--- config.mk ---
export PLATFORM = sky130hd
export DESIGN_NAME = quad_generator
export DESIGN_NICKNAME = d
export VERILOG_FILES = /design/src/rtl/quad_pkg.sv /design/src/rtl/quad_step_timer.sv /design/src/rtl/quad_generator.sv
export SDC_FILE = /design/constraint.sdc
export NUM_CORES = 1
export LEC_CHECK = 0
export CORE_UTILIZATION = 50
export DETAILED_ROUTE_END_ITERATION = 6
export PLACE_DENSITY = 0.71
export SYNTH_ARGS = -nofsm -noshare
export SYNTH_HDL_FRONTEND = slang
export SYNTH_SLANG_ARGS = --single-unit
--- constraint.sdc ---
create_clock -name clk -period 7.4 [get_ports clk]
set_input_delay 1.85 -clock clk [delete_from_list [all_inputs] [get_ports clk]]
set_output_delay 1.85 -clock clk [all_outputs]
set_load 0.01 [all_outputs]
--- src/rtl/quad_pkg.sv ---
// Shared types and constants for the quadrature encoder emulator.
package quad_pkg;

  typedef enum logic [1:0] {
    ST_IDLE   = 2'd0,
    ST_RUN    = 2'd1,
    ST_FINISH = 2'd2
  } state_t;

  // Forward phase order as {A,B}: 00 -> 10 -> 11 -> 01, entry i in bits [2i+1:2i]
  localparam logic [7:0] GRAY_TBL = {2'b01, 2'b11, 2'b10, 2'b00};

  localparam logic DIR_FWD = 1'b0;
  localparam logic DIR_REV = 1'b1;

  localparam int MIN_PERIOD_DEF = 2;

  function automatic logic [1:0] gray_of(input logic [1:0] idx);
    return GRAY_TBL[{idx, 1'b0} +: 2];
  endfunction

endpackage

--- src/rtl/quad_step_timer.sv ---
// Loadable period down-counter; o_expire marks the last clock of a period.
module quad_step_timer #(
  parameter int PER_W = 16
) (
  input  logic             clk,
  input  logic             rst,
  input  logic             i_en,
  input  logic             i_load,
  input  logic [PER_W-1:0] i_load_val,
  output logic             o_expire
);

  localparam logic [PER_W-1:0] CNT_ONE = PER_W'(1);

  logic [PER_W-1:0] r_cnt;

  always_ff @(posedge clk or negedge rst) begin
    if (!rst) begin
      r_cnt <= '0;
    end else if (i_load) begin
      r_cnt <= i_load_val;
    end else if (i_en && (r_cnt != '0)) begin
      r_cnt <= r_cnt - CNT_ONE;
    end
  end

  assign o_expire = i_en && (r_cnt <= CNT_ONE);

endmodule

--- src/rtl/quad_generator.sv ---
// Quadrature A/B encoder emulator with position count.
// Optional index pulse on quad_z when built with QUAD_INDEX_EN.
module quad_generator
  import quad_pkg::*;
#(
  parameter int STEP_W     = 16,
  parameter int PER_W      = 16,
  parameter int MIN_PERIOD = MIN_PERIOD_DEF,
  parameter int CPR        = 1024
) (
  input  logic              clk,
  input  logic              rst,
  input  logic              cmd_valid,
  output logic              cmd_ready,
  input  logic [STEP_W-1:0] cmd_steps,
  input  logic [PER_W-1:0]  cmd_period,
  input  logic              abort,
  output logic              quad_a,
  output logic              quad_b,
  output logic              quad_z,
  output logic              busy,
  output logic              done,
  output logic [7:0]        position
);

  localparam logic [PER_W-1:0] MIN_P = PER_W'(MIN_PERIOD);
  localparam logic [PER_W-1:0] ONE_P = PER_W'(1);
  localparam int IDX_W = (CPR > 1) ? $clog2(CPR) : 1;

  state_t            r_state, w_state_nxt;
  logic [STEP_W:0]   r_remaining;
  logic              r_dir;
  logic [PER_W-1:0]  r_period;
  logic [1:0]        r_phase;
  logic [1:0]        r_ab;
  logic [7:0]        r_pos;

  logic              w_hs;
  logic [STEP_W:0]   w_steps_ext;
  logic [STEP_W:0]   w_abs;
  logic [PER_W-1:0]  w_per_clamp;
  logic              w_adv;
  logic [1:0]        w_phase_nxt;

  assign w_hs        = cmd_valid && (r_state == ST_IDLE);
  assign w_steps_ext = {cmd_steps[STEP_W-1], cmd_steps};
  // One extra bit keeps the magnitude of the most negative command exact
  assign w_abs       = cmd_steps[STEP_W-1] ? (~w_steps_ext + 1'b1) : w_steps_ext;
  assign w_per_clamp = (cmd_period < MIN_P) ? MIN_P : cmd_period;
  assign w_phase_nxt = (r_dir == DIR_FWD) ? (r_phase + 2'd1) : (r_phase - 2'd1);

  // The handshake clock already counts as the first clock of edge 1's period
  quad_step_timer #(.PER_W(PER_W)) u_timer (
    .clk       (clk),
    .rst       (rst),
    .i_en      ((r_state == ST_RUN) && (r_remaining != '0)),
    .i_load    (w_hs || w_adv),
    .i_load_val(w_hs ? (w_per_clamp - ONE_P) : r_period),
    .o_expire  (w_adv)
  );

  always_comb begin
    w_state_nxt = r_state;
    case (r_state)
      ST_IDLE: begin
        if (w_hs) w_state_nxt = (w_abs == '0) ? ST_FINISH : ST_RUN;
      end
      ST_RUN: begin
        if (abort)                    w_state_nxt = ST_IDLE;
        else if (r_remaining == '0)   w_state_nxt = ST_FINISH;
      end
      ST_FINISH: w_state_nxt = ST_IDLE;
      default:   w_state_nxt = ST_IDLE;
    endcase
  end

  always_ff @(posedge clk or negedge rst) begin
    if (!rst) begin
      r_state     <= ST_IDLE;
      r_remaining <= '0;
      r_dir       <= DIR_FWD;
      r_period    <= '0;
      r_phase     <= 2'd0;
      r_ab        <= 2'b00;
      r_pos       <= 8'd0;
    end else begin
      r_state <= w_state_nxt;
      if (w_hs) begin
        r_remaining <= w_abs;
        r_dir       <= cmd_steps[STEP_W-1] ? DIR_REV : DIR_FWD;
        r_period    <= w_per_clamp;
      end else if (w_adv) begin
        r_remaining <= r_remaining - 1'b1;
        r_phase     <= w_phase_nxt;
        r_ab        <= gray_of(w_phase_nxt);
        r_pos       <= (r_dir == DIR_FWD) ? (r_pos + 8'd1) : (r_pos - 8'd1);
      end
    end
  end

`ifdef QUAD_INDEX_EN
  logic [IDX_W-1:0] r_index, w_index_nxt;
  logic             r_z;

  always_comb begin
    w_index_nxt = r_index;
    if (r_dir == DIR_FWD) w_index_nxt = (r_index == IDX_W'(CPR - 1)) ? '0 : (r_index + 1'b1);
    else                  w_index_nxt = (r_index == '0) ? IDX_W'(CPR - 1) : (r_index - 1'b1);
  end

  // Index pulse holds for the edge period, dropped when the command ends
  always_ff @(posedge clk or negedge rst) begin
    if (!rst) begin
      r_index <= '0;
      r_z     <= 1'b0;
    end else begin
      if (w_adv) r_index <= w_index_nxt;
      if (w_state_nxt == ST_IDLE) r_z <= 1'b0;
      else if (w_adv)             r_z <= (w_index_nxt == '0) && (gray_of(w_phase_nxt) == 2'b00);
    end
  end

  assign quad_z = r_z;
`else
  logic [IDX_W-1:0] w_cpr_unused;
  assign w_cpr_unused = IDX_W'(CPR - 1);
  assign quad_z       = 1'b0;
`endif

  assign quad_a    = r_ab[1];
  assign quad_b    = r_ab[0];
  assign cmd_ready = (r_state == ST_IDLE);
  assign busy      = (r_state != ST_IDLE);
  assign done      = (r_state == ST_FINISH);
  assign position  = r_pos;

endmodule

==> After elaboration in Yosys (flattened, before gate mapping) <==
Cells that the tools add are included.
Widths: inputs -> output; s select.
{ "totals": {"regBits": 64, "inputBits": 36, "output_inout_bits": 14, "word_cells": 55} }
{ "op_classes": {"n_addsub": 8, "n_lt_le_gt_ge": 2, "n_eq_ne": 4, "shift": 1, "n_mux": 15, "n_bitwise": 2, "n_reduce_logical": 15} }
{ "op_table": {"columns": ["cell", "count"], "rows": [
  ["$mux 16", 4],
  ["$mux 17", 3],
  ["$logic_not 17->1", 2],
  ["$sub 16x1->16 const B", 2],
  ["$add 17x1->17 const B", 1],
  ["$not 17->17", 1],
  ["$reduce_bool 17->1", 1],
  ["$sub 17x1->17 const B", 1],
  ["$le 16x1->1 const B", 1],
  ["$lt 16x2->1 const B", 1],
  ["$reduce_bool 16->1", 1],
  ["$mux 2", 5],
  ["$add 8x1->8 const B", 1],
  ["$mux 8", 1],
  ["$shiftx 8x4->2 const A", 1],
  ["$sub 8x1->8 const B", 1],
  ["$reduce_bool 2->1", 3],
  ["$logic_and 1x1->1", 4],
  ["$pmux 2 s2", 1],
  ["$reduce_and 2->1", 2],
  ["$ne 3x2->1 const B", 1],
  ["$add 2x1->2 const B", 1],
  ["$eq 2x1->1 const B", 1],
  ["$eq 2x2->1 const B", 1],
  ["other kinds (6)", 6]
]} }

==> Depth between registers and ports, before layout <==
Gate-level depths: netlist of the first run.
{ "depth": {"word_depth": 7, "ltp_mapped": 11, "ltp_nobuf": 10} }

==> Hierarchy <==
From an unflattened synthesis of the first run, not the netlist that was laid out.
{ "unflattened": {"hier_cells": 532, "area_unflattened_um2": 4366.7} }
{ "modules_own_cells": {"columns": ["module", "n_inst", "cells_per_inst", "area_per_inst_um2", "seq_area_each_um2"], "rows": [
  ["quad_generator", 1, 402, 3301.9, 1176.1],
  ["quad_step_timer", 1, 130, 1064.8, 400.4]
]} }

==> Worst setup path after synthesis of the first run <==
Ideal clock, no wire load.
{ "synth_path": {"kind": "input -> register", "startpoint": "input port cmd_period[10]", "endpoint": "register u_timer.r_cnt[14]", "setup_time_ns": 0.124, "arrival_time_ns": 4.070, "required_ns": 7.276, "setup_slack_ns": 3.206, "stages": 11, "n_path_buf": 1, "cell_sequence": "or4_1 > clkbuf_1 > nor4_1 > nand2_1 > nand2_1 > ha_1 > nand3b_1 > nor3b_1 > xnor2_1 > a22oi_1 > o31a_1"} }
{ "synth_between": {"elab_chain_len": 5} }
{ "synth_rtl": {"columns": ["item", "line_no", "source"], "rows": [
  ["start, declared", "quad_generator.sv:16", "input logic [PER_W-1:0] cmd_period,"],
  ["$lt 16x2->1", "quad_generator.sv:49", "assign w_per_clamp = (cmd_period < MIN_P) ? MIN_P : cmd_period;"],
  ["$mux 16 *", "quad_generator.sv:49", null],
  ["$sub 16x1->16 *", "quad_generator.sv:58", ".i_load_val(w_hs ? (w_per_clamp - ONE_P) : r_period),"],
  ["$mux 16 *", "quad_generator.sv:58", null],
  ["$mux 16 *", "quad_step_timer.sv:20", "end else if (i_load) begin"],
  ["end signal, assigned", "quad_step_timer.sv:21", "r_cnt <= i_load_val;"],
  ["end signal, assigned", "quad_step_timer.sv:23", "r_cnt <= r_cnt - CNT_ONE;"],
  ["end, declared", "quad_step_timer.sv:15", "logic [PER_W-1:0] r_cnt;"]
]} }
Every way passes the cells marked *; elsewhere a longest branch is shown, timed or not.
A chain may end at the register's enable or synchronous reset.

==> Final worst setup path of the first run <==
{ "layout_path": {"startpoint": "input port cmd_period[9]", "endpoint": "register u_timer.r_cnt[14]"} }
The elaborated chain is that of the path after synthesis.

==> impl_metrics.json, run 1 <==
{
  "synthFlopType": "dfrtp_1",
  "min-delay-start": "r_period[11]",
  "synth.distinct_cells": 58,
  "synth_area_leaders": "dfrtp_1 37%, nand2_1 7.1%, xnor2_1 5.3%",
  "setup_tns_ps": 0,
  "critPathSlowestCell": "or4_1",
  "clk_pin_slew_ps": 70,
  "viasPerCell": 6.06,
  "cp_common_cell": "nand2_1",
  "cts_max_path_buffers": 2,
  "synth_nets": 563,
  "critical_path.endpoint_type": "register",
  "cts-root-buf": "clkbuf_8",
  "clock_latency_ps": 340,
  "diodes": 0,
  "post_cts_resized": 0,
  "hold_depth": 2,
  "crit_family": "simple AND/OR/NAND/NOR gates",
  "dr.pass1.iters": 5,
  "worstRegToRegCells": 7,
  "finalMaxSlewViolations": 0,
  "die-area_sq_um": 8950,
  "hp-class": "register to register",
  "initial_utilization": 0.520,
  "placed_area_sq_um": 4830,
  "seq_area_frac_synth": 0.367,
  "cp-start-kind": "input port",
  "cp_cell_sequence": "clkdlybuf4s50_1 -> or4_1 -> nor4_1 -> nand2_1 -> nand2_1 -> ha_1 -> nand3b_1 -> nor3b_1 -> xnor2_1 -> a22oi_1 -> o31a_1",
  "setup_viol": 0,
  "final_cell_area_sq_um": 5030,
  "hold_viol": 0,
  "postSynthAreaPerCell_sq_um": 8.33,
  "power_mw": 1.10,
  "num-fill-cells": 761,
  "path_class": "input port to register",
  "yosys-top-cells-count": "81 x nand2_1, 63 x dfrtp_1, 33 x nor2_1, 33 x o21ai_0, 26 x xnor2_1",
  "grtUsageTotal": 0.254,
  "fin_skew_ps": 13.5,
  "htree_levels": 3,
  "synth-edff-count": 0,
  "worstPathRequired_ps": 7680,
  "place_ws_ps": 2460,
  "vias": 4000,
  "grt_max_degree": 64,
  "arrival_ps": 4890,
  "top_layer": "met4",
  "fin_crit_ps": 4600,
  "rsz0062_at_grt": "false",
  "met3_length_um": 396,
  "final_core_util": 0.609,
  "syn_inst": 515,
  "wl_met1_um": 4950,
  "grt_overflow": 0,
  "num_rows": 33,
  "cts_made_buffers": 9,
  "gp_congestion": 0.823,
  "p_leak_nw": 1.98,
  "r2r_setup_slack_ps": 4150,
  "wl_met2_um": 4990,
  "cts_tree": "built",
  "fin_crit_sh": 0.622,
  "ant_nets": 0,
  "grt_pass1_wl_um": 17800,
  "wl_um": 10500,
  "r2r-end": "r_remaining[11]",
  "yosys.area.top_type": "dfrtp_1",
  "drc": 0,
  "maxCapViolations": 0,
  "final_cells": 660,
  "yosysMostFrequentCell": "nand2_1",
  "netlist_area_sq_um": 4290,
  "synth_top_cell_area_share": 0.367,
  "die_w_um": 94.6,
  "area_delta_synth_final_pct": 17.1,
  "cp_num_buf_inv": 1,
  "tightest_slew_ps": 957,
  "cp_slowest_stage_delay_ps": 640,
  "clock-sinks": 63,
  "drive_above_1_share": 0.0523,
  "hold_ws_ps": 477,
  "coreArea_sq_um": 8260,
  "grt_pass1_vias": 3745,
  "dp_hpwl_um": 7410,
  "powerDensity_nw_per_um2": 218,
  "setup_slack_ps": 2800,
  "grt_antenna_before_repair": 0,
  "max-vdd-ir-drop_v": 0.000120,
  "synth_seq_cells": 63,
  "io_buffers": 48,
  "min_to": "r_period[11]",
  "worstPathMaxFanout": 6,
  "die_h_um": 94.6,
  "drtIter0Drc": 251,
  "cts_setup_buffers": 0,
  "yosys_warnings": 0,
  "synthArstFlopShare": 1.00,
  "max_freq_ghz": 0.217,
  "slew-limit-headroom": 0.356,
  "wl_per_cell_um": 15.9,
  "nets": 599,
  "dp_cells": 645,
  "postCtsHoldBufs": 0,
  "status": "finished, final reports clean",
  "io_pins": 50,
  "rr_startpoint": "u_timer.r_cnt[5]"
}
flip-flops by register name (all words and copies together), names as in the netlist:
signal and flops:
u_timer.r_cnt 16, r_ab 2, r_phase 1, position 8, r_remaining 17, r_dir 1
r_state 2, r_period 16
cell type report:
cell class              instances  area (sq um)  share of cell area
repair buffers                 53           513               0.102
multi-input cells             404          2530               0.504
well taps                     105           131              0.0261
flip-flops and latches         63          1580               0.314
clock buffers                  10           138              0.0274
clock inverters                 5          58.8              0.0117
inverters                      20          75.1              0.0149
how the worst max path moves through the flow:
stage	startpoint	end	slack, ps	depth (start not counted)
detailed placement	cmd_period[9]	u_timer.r_cnt[14]	2460	11
floorplan	cmd_period[10]	u_timer.r_cnt[14]	3210	11
CTS	cmd_period[9]	u_timer.r_cnt[14]	2810	11
global placement	cmd_period[9]	u_timer.r_cnt[14]	2530	11
finish	cmd_period[9]	u_timer.r_cnt[14]	2800	11
global route	cmd_period[9]	u_timer.r_cnt[14]	2580	11
logic make-up (layout without fill, tap and decap cells):
| group | Yosys count | count (layout) | share of synthesized area |
|---|---|---|---|
| simple gates | 223 | 223 | 0.259 |
| compound gates | 122 | 122 | 0.197 |
| flops | 63 | 63 | 0.367 |
| buf+inv | 48 | 88 | 0.0443 |
| xor+xnor | 42 | 42 | 0.0857 |
| fa+ha+maj | 12 | 12 | 0.0367 |
| mux | 4 | 4 | 0.00933 |
| other cells | 1 | 1 | 0.000874 |
report_power, final:
group	switching [mW]	leakage [nW]	internal [mW]
Combinational	0.171	1.10	0.136
Clock	0.139	0.0944	0.163
Sequential	0.0725	0.785	0.415
layout by cell type, fill, tap and decap left out, types with 8 or more instances in the layout:
| cell type | Yosys | final |
|---|---|---|
| nand2_1 | 81 | 81 |
| dfrtp_1 | 63 | 63 |
| clkdlybuf4s50_1 | 0 | 47 |
| nor2_1 | 33 | 33 |
| o21ai_0 | 33 | 33 |
| xnor2_1 | 26 | 26 |
| nor3_1 | 22 | 21 |
| a21oi_1 | 21 | 21 |
| inv_1 | 20 | 20 |
| nor4_1 | 17 | 17 |
| xor2_1 | 16 | 16 |
| nand3_1 | 14 | 14 |
| or3_1 | 12 | 12 |
| ha_1 | 11 | 11 |
| clkbuf_8 | 0 | 10 |
| o221ai_1 | 8 | 8 |
| a31oi_1 | 8 | 8 |
worst reg2reg max path: stages (launching register included):
cell     delay (ps)
dfrtp_1         430
nor3_1          390
nand3_1         360
nor3_2          720
buf_4           320
nand3_1         270
or4_1           490
a31oi_1         190
metal layers:
layer,vias to the layer above,track usage
li1,1954,-
met1,1939,0.347
met2,90,0.400
met3,17,0.0475
met4,0,0.0896
met5,-,0
(Power assumes the default switching activity.)
==> inputs of run 2 (changes only) <==
==> constraint.sdc (replaced) <==
create_clock -name clk -period 4.3 [get_ports clk]
set_input_delay 1.075 -clock clk [delete_from_list [all_inputs] [get_ports clk]]
set_output_delay 1.075 -clock clk [all_outputs]
set_load 0.01 [all_outputs]
==> impl_metrics.json, run 2 (synthesized netlist as in run 1, its figures left out) <==
{
  "setup_tns_ps": 0,
  "critPathSlowestCell": "or4_1",
  "max_flop_register": "r_remaining",
  "layout_common_cells": "81 x nand2_1, 63 x dfrtp_1, 47 x clkdlybuf4s50_1, 33 x nor2_1, 33 x o21ai_0",
  "viasPerCell": 6.17,
  "vias": 4109,
  "max_freq_ghz": 0.265,
  "wl_um": 11100,
  "crit_family": "simple AND/OR/NAND/NOR gates",
  "cts-root-buf": "clkbuf_8",
  "coreArea_sq_um": 8260,
  "status": "finished, final reports clean",
  "cp_slowest_stage_delay_ps": 660,
  "worstPathMaxFanout": 6,
  "grt_antenna_before_repair": 0,
  "area_delta_synth_final_pct": 17.6,
  "hold_depth": 1,
  "dp_cells": 650,
  "setup_viol": 0,
  "slew-limit-headroom": 0.293,
  "fin_crit_ps": 3770,
  "critical_path.endpoint_type": "register",
  "worstPathRequired_ps": 4590,
  "drive_above_1_share": 0.0588,
  "grt_pass1_vias": 3848,
  "cp-start-kind": "input port",
  "post_cts_resized": 0,
  "clock-sinks": 63,
  "worstRegToRegCells": 6,
  "final_cells": 666,
  "drc": 0,
  "min-delay-start": "position[7]",
  "rr_startpoint": "u_timer.r_cnt[5]",
  "grt_pass1_wl_um": 18100,
  "powerDensity_nw_per_um2": 370,
  "hp-class": "register to register",
  "seqCellArea_sq_um": 1580,
  "power_mw": 1.86,
  "largest_reg_flops": 17,
  "io_pins": 50,
  "diodes": 0,
  "path_class": "input port to register",
  "cp_common_cell": "nand2_1",
  "maxCapViolations": 0,
  "grt_max_degree": 39,
  "placed_area_sq_um": 4870,
  "cp-startpoint": "cmd_period[10]",
  "die_h_um": 94.6,
  "cp_num_buf_inv": 1,
  "top_regs": "r_remaining x17, r_period x16, u_timer.r_cnt x16",
  "cts_max_path_buffers": 2,
  "die_w_um": 94.6,
  "nets": 604,
  "dr.pass1.iters": 5,
  "postCtsHoldBufs": 0,
  "ant_nets": 0,
  "rsz0062_at_grt": "false",
  "num-fill-cells": 760,
  "die-area_sq_um": 8950,
  "tightest_slew_ps": 1060,
  "cts_tree": "built",
  "multi_input_area_sq_um": 2530,
  "p_leak_nw": 2.00,
  "clk_pin_slew_ps": 70,
  "wl_per_cell_um": 16.6,
  "grt_overflow": 0,
  "cp_cell_sequence": "clkdlybuf4s50_1 -> or4_1 -> nor4_1 -> nand2_1 -> nand2_1 -> ha_1 -> nand3b_1 -> nor3b_1 -> xnor2_1 -> a22oi_1 -> o31a_1",
  "arrival_ps": 4060,
  "dp_hpwl_um": 8040,
  "io_buffers": 48,
  "drtIter0Drc": 189,
  "cts_made_buffers": 9,
  "htree_levels": 3,
  "grtUsageTotal": 0.260,
  "initial_utilization": 0.520,
  "hold_viol": 0,
  "path_depth": 11,
  "cts_setup_buffers": 0,
  "clock_latency_ps": 350,
  "final_cell_area_sq_um": 5040,
  "mostFrequentLayoutCell": "nand2_1",
  "finalMaxSlewViolations": 0,
  "fin_skew_ps": 12.0,
  "max-vdd-ir-drop_v": 0.000189,
  "num_rows": 33,
  "gp_congestion": 0.855,
  "fin_crit_sh": 0.876
}
==> run 2: changes by cell type in the layout (fill, tap and decap cells not counted), sizes merged <==
| cell | previous run | this run |
|---|---|---|
| clkbuf | 10 | 13 |
| clkinvlp | 2 | 1 |
| bufinv | 1 | 0 |
| buf | 6 | 11 |
==> run 2: worst reg2reg max path: cells and delay by family, from the launching register on <==
family	cells	cell delay (ps)
flops	1	440
simple gates	5	2360
compound gates	1	240
==> run 2: worst paths after layout <==
check | to | slack (ps)
setup reg to reg | r_remaining[8] | 1140
hold reg to reg | position[7] | 470
max in group asynchronous | r_remaining[10] | 2530
hold / removal | position[7] | 470
setup / recovery | u_timer.r_cnt[14] | 530
min in group asynchronous | position[6] | 850
==> run 2: metrics by stage <==
stage | hold slack [ps] | worst slack (ps) | util
6_report | 469 | 532 | 0.611
5_1_grt | 491 | 253 | 0.611
4_1_cts | 479 | 547 | 0.611
3_5_place_dp | 467 | 194 | 0.589
3_3_place_gp | 458 | 274 | 0.589
2_1_floorplan | 439 | 881 | -
==> run 2: metal layers <==
metal | vias up | wire [um] | global-route usage
met4 | 0 | 276 | 0.122
li1 | 1965 | - | -
met5 | - | 0 | 0
met3 | 26 | 491 | 0.0475
met1 | 1992 | 5160 | 0.343
met2 | 126 | 5150 | 0.413
==> run 2: layout make-up <==
type,count,share of cell area
flip-flops and latches,63,0.313
clock inverters,3,0.00347
multi-input cells,404,0.502
clock buffers,13,0.0315
inverters,20,0.0149
well taps,105,0.0260
repair buffers,58,0.109
==> run 2: where the power goes <==
part | leakage [nW] | internal, mW | switching, mW
Combinational | 1.12 | 0.240 | 0.305
Sequential | 0.785 | 0.715 | 0.129
Clock | 0.0894 | 0.239 | 0.237
Total | 2.00 | 1.19 | 0.670
==> inputs of run 3 (changes only) <==
--- a/config.mk
+++ b/config.mk
@@ -10,4 +10,5 @@
 export PLACE_DENSITY = 0.71
 export SYNTH_ARGS = -nofsm -noshare
 export SYNTH_HDL_FRONTEND = slang
+export SYNTH_HIERARCHICAL = 1
 export SYNTH_SLANG_ARGS = --single-unit
==> constraint.sdc (replaced) <==
create_clock -name clk -period 4.7 [get_ports clk]
set_input_delay 1.175 -clock clk [delete_from_list [all_inputs] [get_ports clk]]
set_output_delay 1.175 -clock clk [all_outputs]
set_load 0.01 [all_outputs]
==> impl_metrics.json, run 3 <==
{
  "status": "finished, final reports clean",
  "dp_hpwl_um": 8020,
  "io_buffers": 48,
  "synthFlopType": "dfrtp_1",
  "critical_path.endpoint_type": "register",
  "num_rows": 33,
  "ant_nets": 0,
  "netlist_area_sq_um": 4370,
  "yosys_warnings": 6,
  "clock_latency_ps": 340,
  "synth_top_cell_area_share": 0.361,
  "arrival_ps": 4660,
  "synth.distinct_cells": 67,
  "path_class": "input port to register",
  "layout_common_cells": "87 x nand2_1, 63 x dfrtp_1, 52 x o21ai_0, 47 x clkdlybuf4s50_1, 43 x nor2_1",
  "diodes": 0,
  "worstPathRequired_ps": 4920,
  "synth_area_leaders": "dfrtp_1 36%, nand2_1 7.5%, o21ai_0 6.0%",
  "cts_max_path_buffers": 2,
  "p_leak_nw": 2.07,
  "vias": 4086,
  "rsz0062_at_grt": "false",
  "postSynthAreaPerCell_sq_um": 8.21,
  "power_mw": 1.99,
  "synth_seq_cells": 63,
  "fin_skew_ps": 6.96,
  "initial_utilization": 0.524,
  "coreArea_sq_um": 8340,
  "hp-class": "register to register",
  "powerDensity_nw_per_um2": 384,
  "max_flop_register": "r_remaining",
  "cts-root-buf": "clkbuf_8",
  "htree_levels": 3,
  "grt_pass1_vias": 3700,
  "post_cts_resized": 0,
  "io_pins": 50,
  "hold_viol": 0,
  "grt_max_degree": 48,
  "worstPathMaxFanout": 2,
  "maxCapViolations": 0,
  "die-area_sq_um": 9110,
  "dp_cells": 677,
  "synth-edff-count": 0,
  "wl_um": 10800,
  "synthArstFlopShare": 1.00,
  "hold_ws_ps": 461,
  "viasPerCell": 5.90,
  "num-fill-cells": 760,
  "tightest_slew_ps": 1070,
  "setup_viol": 0,
  "largest_reg_flops": 17,
  "nets": 631,
  "multi_input_area_sq_um": 2590,
  "yosysMostFrequentCell": "nand2_1",
  "clock-sinks": 63,
  "finalMaxSlewViolations": 0,
  "cts_setup_buffers": 0,
  "fin_crit_ps": 4440,
  "drive_above_1_share": 0.0918,
  "final_cells": 693,
  "cp-start-kind": "input port",
  "yosys.area.top_type": "dfrtp_1",
  "grtUsageTotal": 0.258,
  "drc": 0,
  "fin_crit_sh": 0.944,
  "clk_pin_slew_ps": 70,
  "cts_tree": "built",
  "die_h_um": 95.5,
  "die_w_um": 95.5,
  "max-vdd-ir-drop_v": 0.000195,
  "gp_congestion": 0.948,
  "wl_per_cell_um": 15.6,
  "slew-limit-headroom": 0.276,
  "max_freq_ghz": 0.225,
  "yosys-top-cells-count": "87 x nand2_1, 63 x dfrtp_1, 52 x o21ai_0, 43 x nor2_1, 25 x xnor2_1",
  "grt_overflow": 0,
  "grt_pass1_wl_um": 18000,
  "dr.pass1.iters": 5,
  "synth_nets": 580,
  "seqCellArea_sq_um": 1580,
  "top_regs": "r_remaining x17, r_period x16, u_timer/r_cnt x16",
  "cts_made_buffers": 9,
  "area_delta_synth_final_pct": 18.9,
  "grt_antenna_before_repair": 0,
  "mostFrequentLayoutCell": "nand2_1",
  "syn_inst": 532,
  "drtIter0Drc": 200,
  "postCtsHoldBufs": 0,
  "setup_tns_ps": 0,
  "seq_area_frac_synth": 0.361
}
-- run 3: path summary, 6_finish.rpt --
check	slack (ps)	start	cells after the start	endpoint
worst min-delay path	460	r_period[11]	2	r_period[11]
worst max-delay path	260	cmd_period[13]	14	u_timer/r_cnt[14]
worst min register to register	460	r_period[11]	2	r_period[11]
worst max register to register	580	r_remaining[5]	13	u_timer/r_cnt[4]
max in group asynchronous	2900	rst	2	r_period[12]
min in group asynchronous	930	rst	1	position[1]
-- run 3: per-stage QoR --
step / worst slack (ps) / utilization / cell area [sq um]
3_5_place_dp: -74.5 / 0.599 / 4990
6_report: 261 / 0.623 / 5190
2_1_floorplan: 522 / - / 4370
4_1_cts: 284 / 0.623 / 5190
5_1_grt: 83.8 / 0.623 / 5190
3_3_place_gp: 39.9 / 0.599 / 4990
-- run 3: critical path, stage by stage --
cell and delay (ps):
clkdlybuf4s50_1 420, or4_1 590, or3_1 350, or2_2 290, o21ai_1 170, ha_1 190, nand2b_1 70, or3_1 320
or4_1 390, o21ai_0 170, o41a_1 180, o21ai_0 80, a22oi_1 180, nand2_1 80
-- run 3: logic make-up after synthesis --
logic type,share of synthesized area
XOR/XNOR,0.0842
buffers and inverters,0.0467
other,0.000859
multiplexers,0.0212
flip-flops,0.361
AO/OA/AOI/OAI,0.175
adder cells (fa/ha/maj),0.0361
AND/OR/NAND/NOR,0.275
-- run 3: final cells by class --
| class | instances | area share |
|---|---|---|
| Multi-Input combinational cell | 420 | 0.498 |
| Sequential cell | 63 | 0.304 |
| Timing Repair Buffer | 67 | 0.119 |
| Clock buffer | 11 | 0.0272 |
| Tap cell | 105 | 0.0253 |
| Inverter | 22 | 0.0159 |
| Clock inverter | 5 | 0.0111 |
-- run 3: metal layers --
| metal | track usage | up-vias | wire length (um) |
|---|---|---|---|
| met5 | 0 | - | 0 |
| met2 | 0.380 | 141 | 4720 |
| li1 | - | 2001 | - |
| met3 | 0.0399 | 14 | 691 |
| met1 | 0.383 | 1930 | 5220 |
| met4 | 0.0858 | 0 | 150 |
-- run 3: power breakdown --
group | switching [mW] | total (mW) | internal [mW]
clock | 0.216 | 0.475 | 0.258
sequential | 0.173 | 0.877 | 0.704
combinational | 0.354 | 0.640 | 0.286
total | 0.743 | 1.99 | 1.25
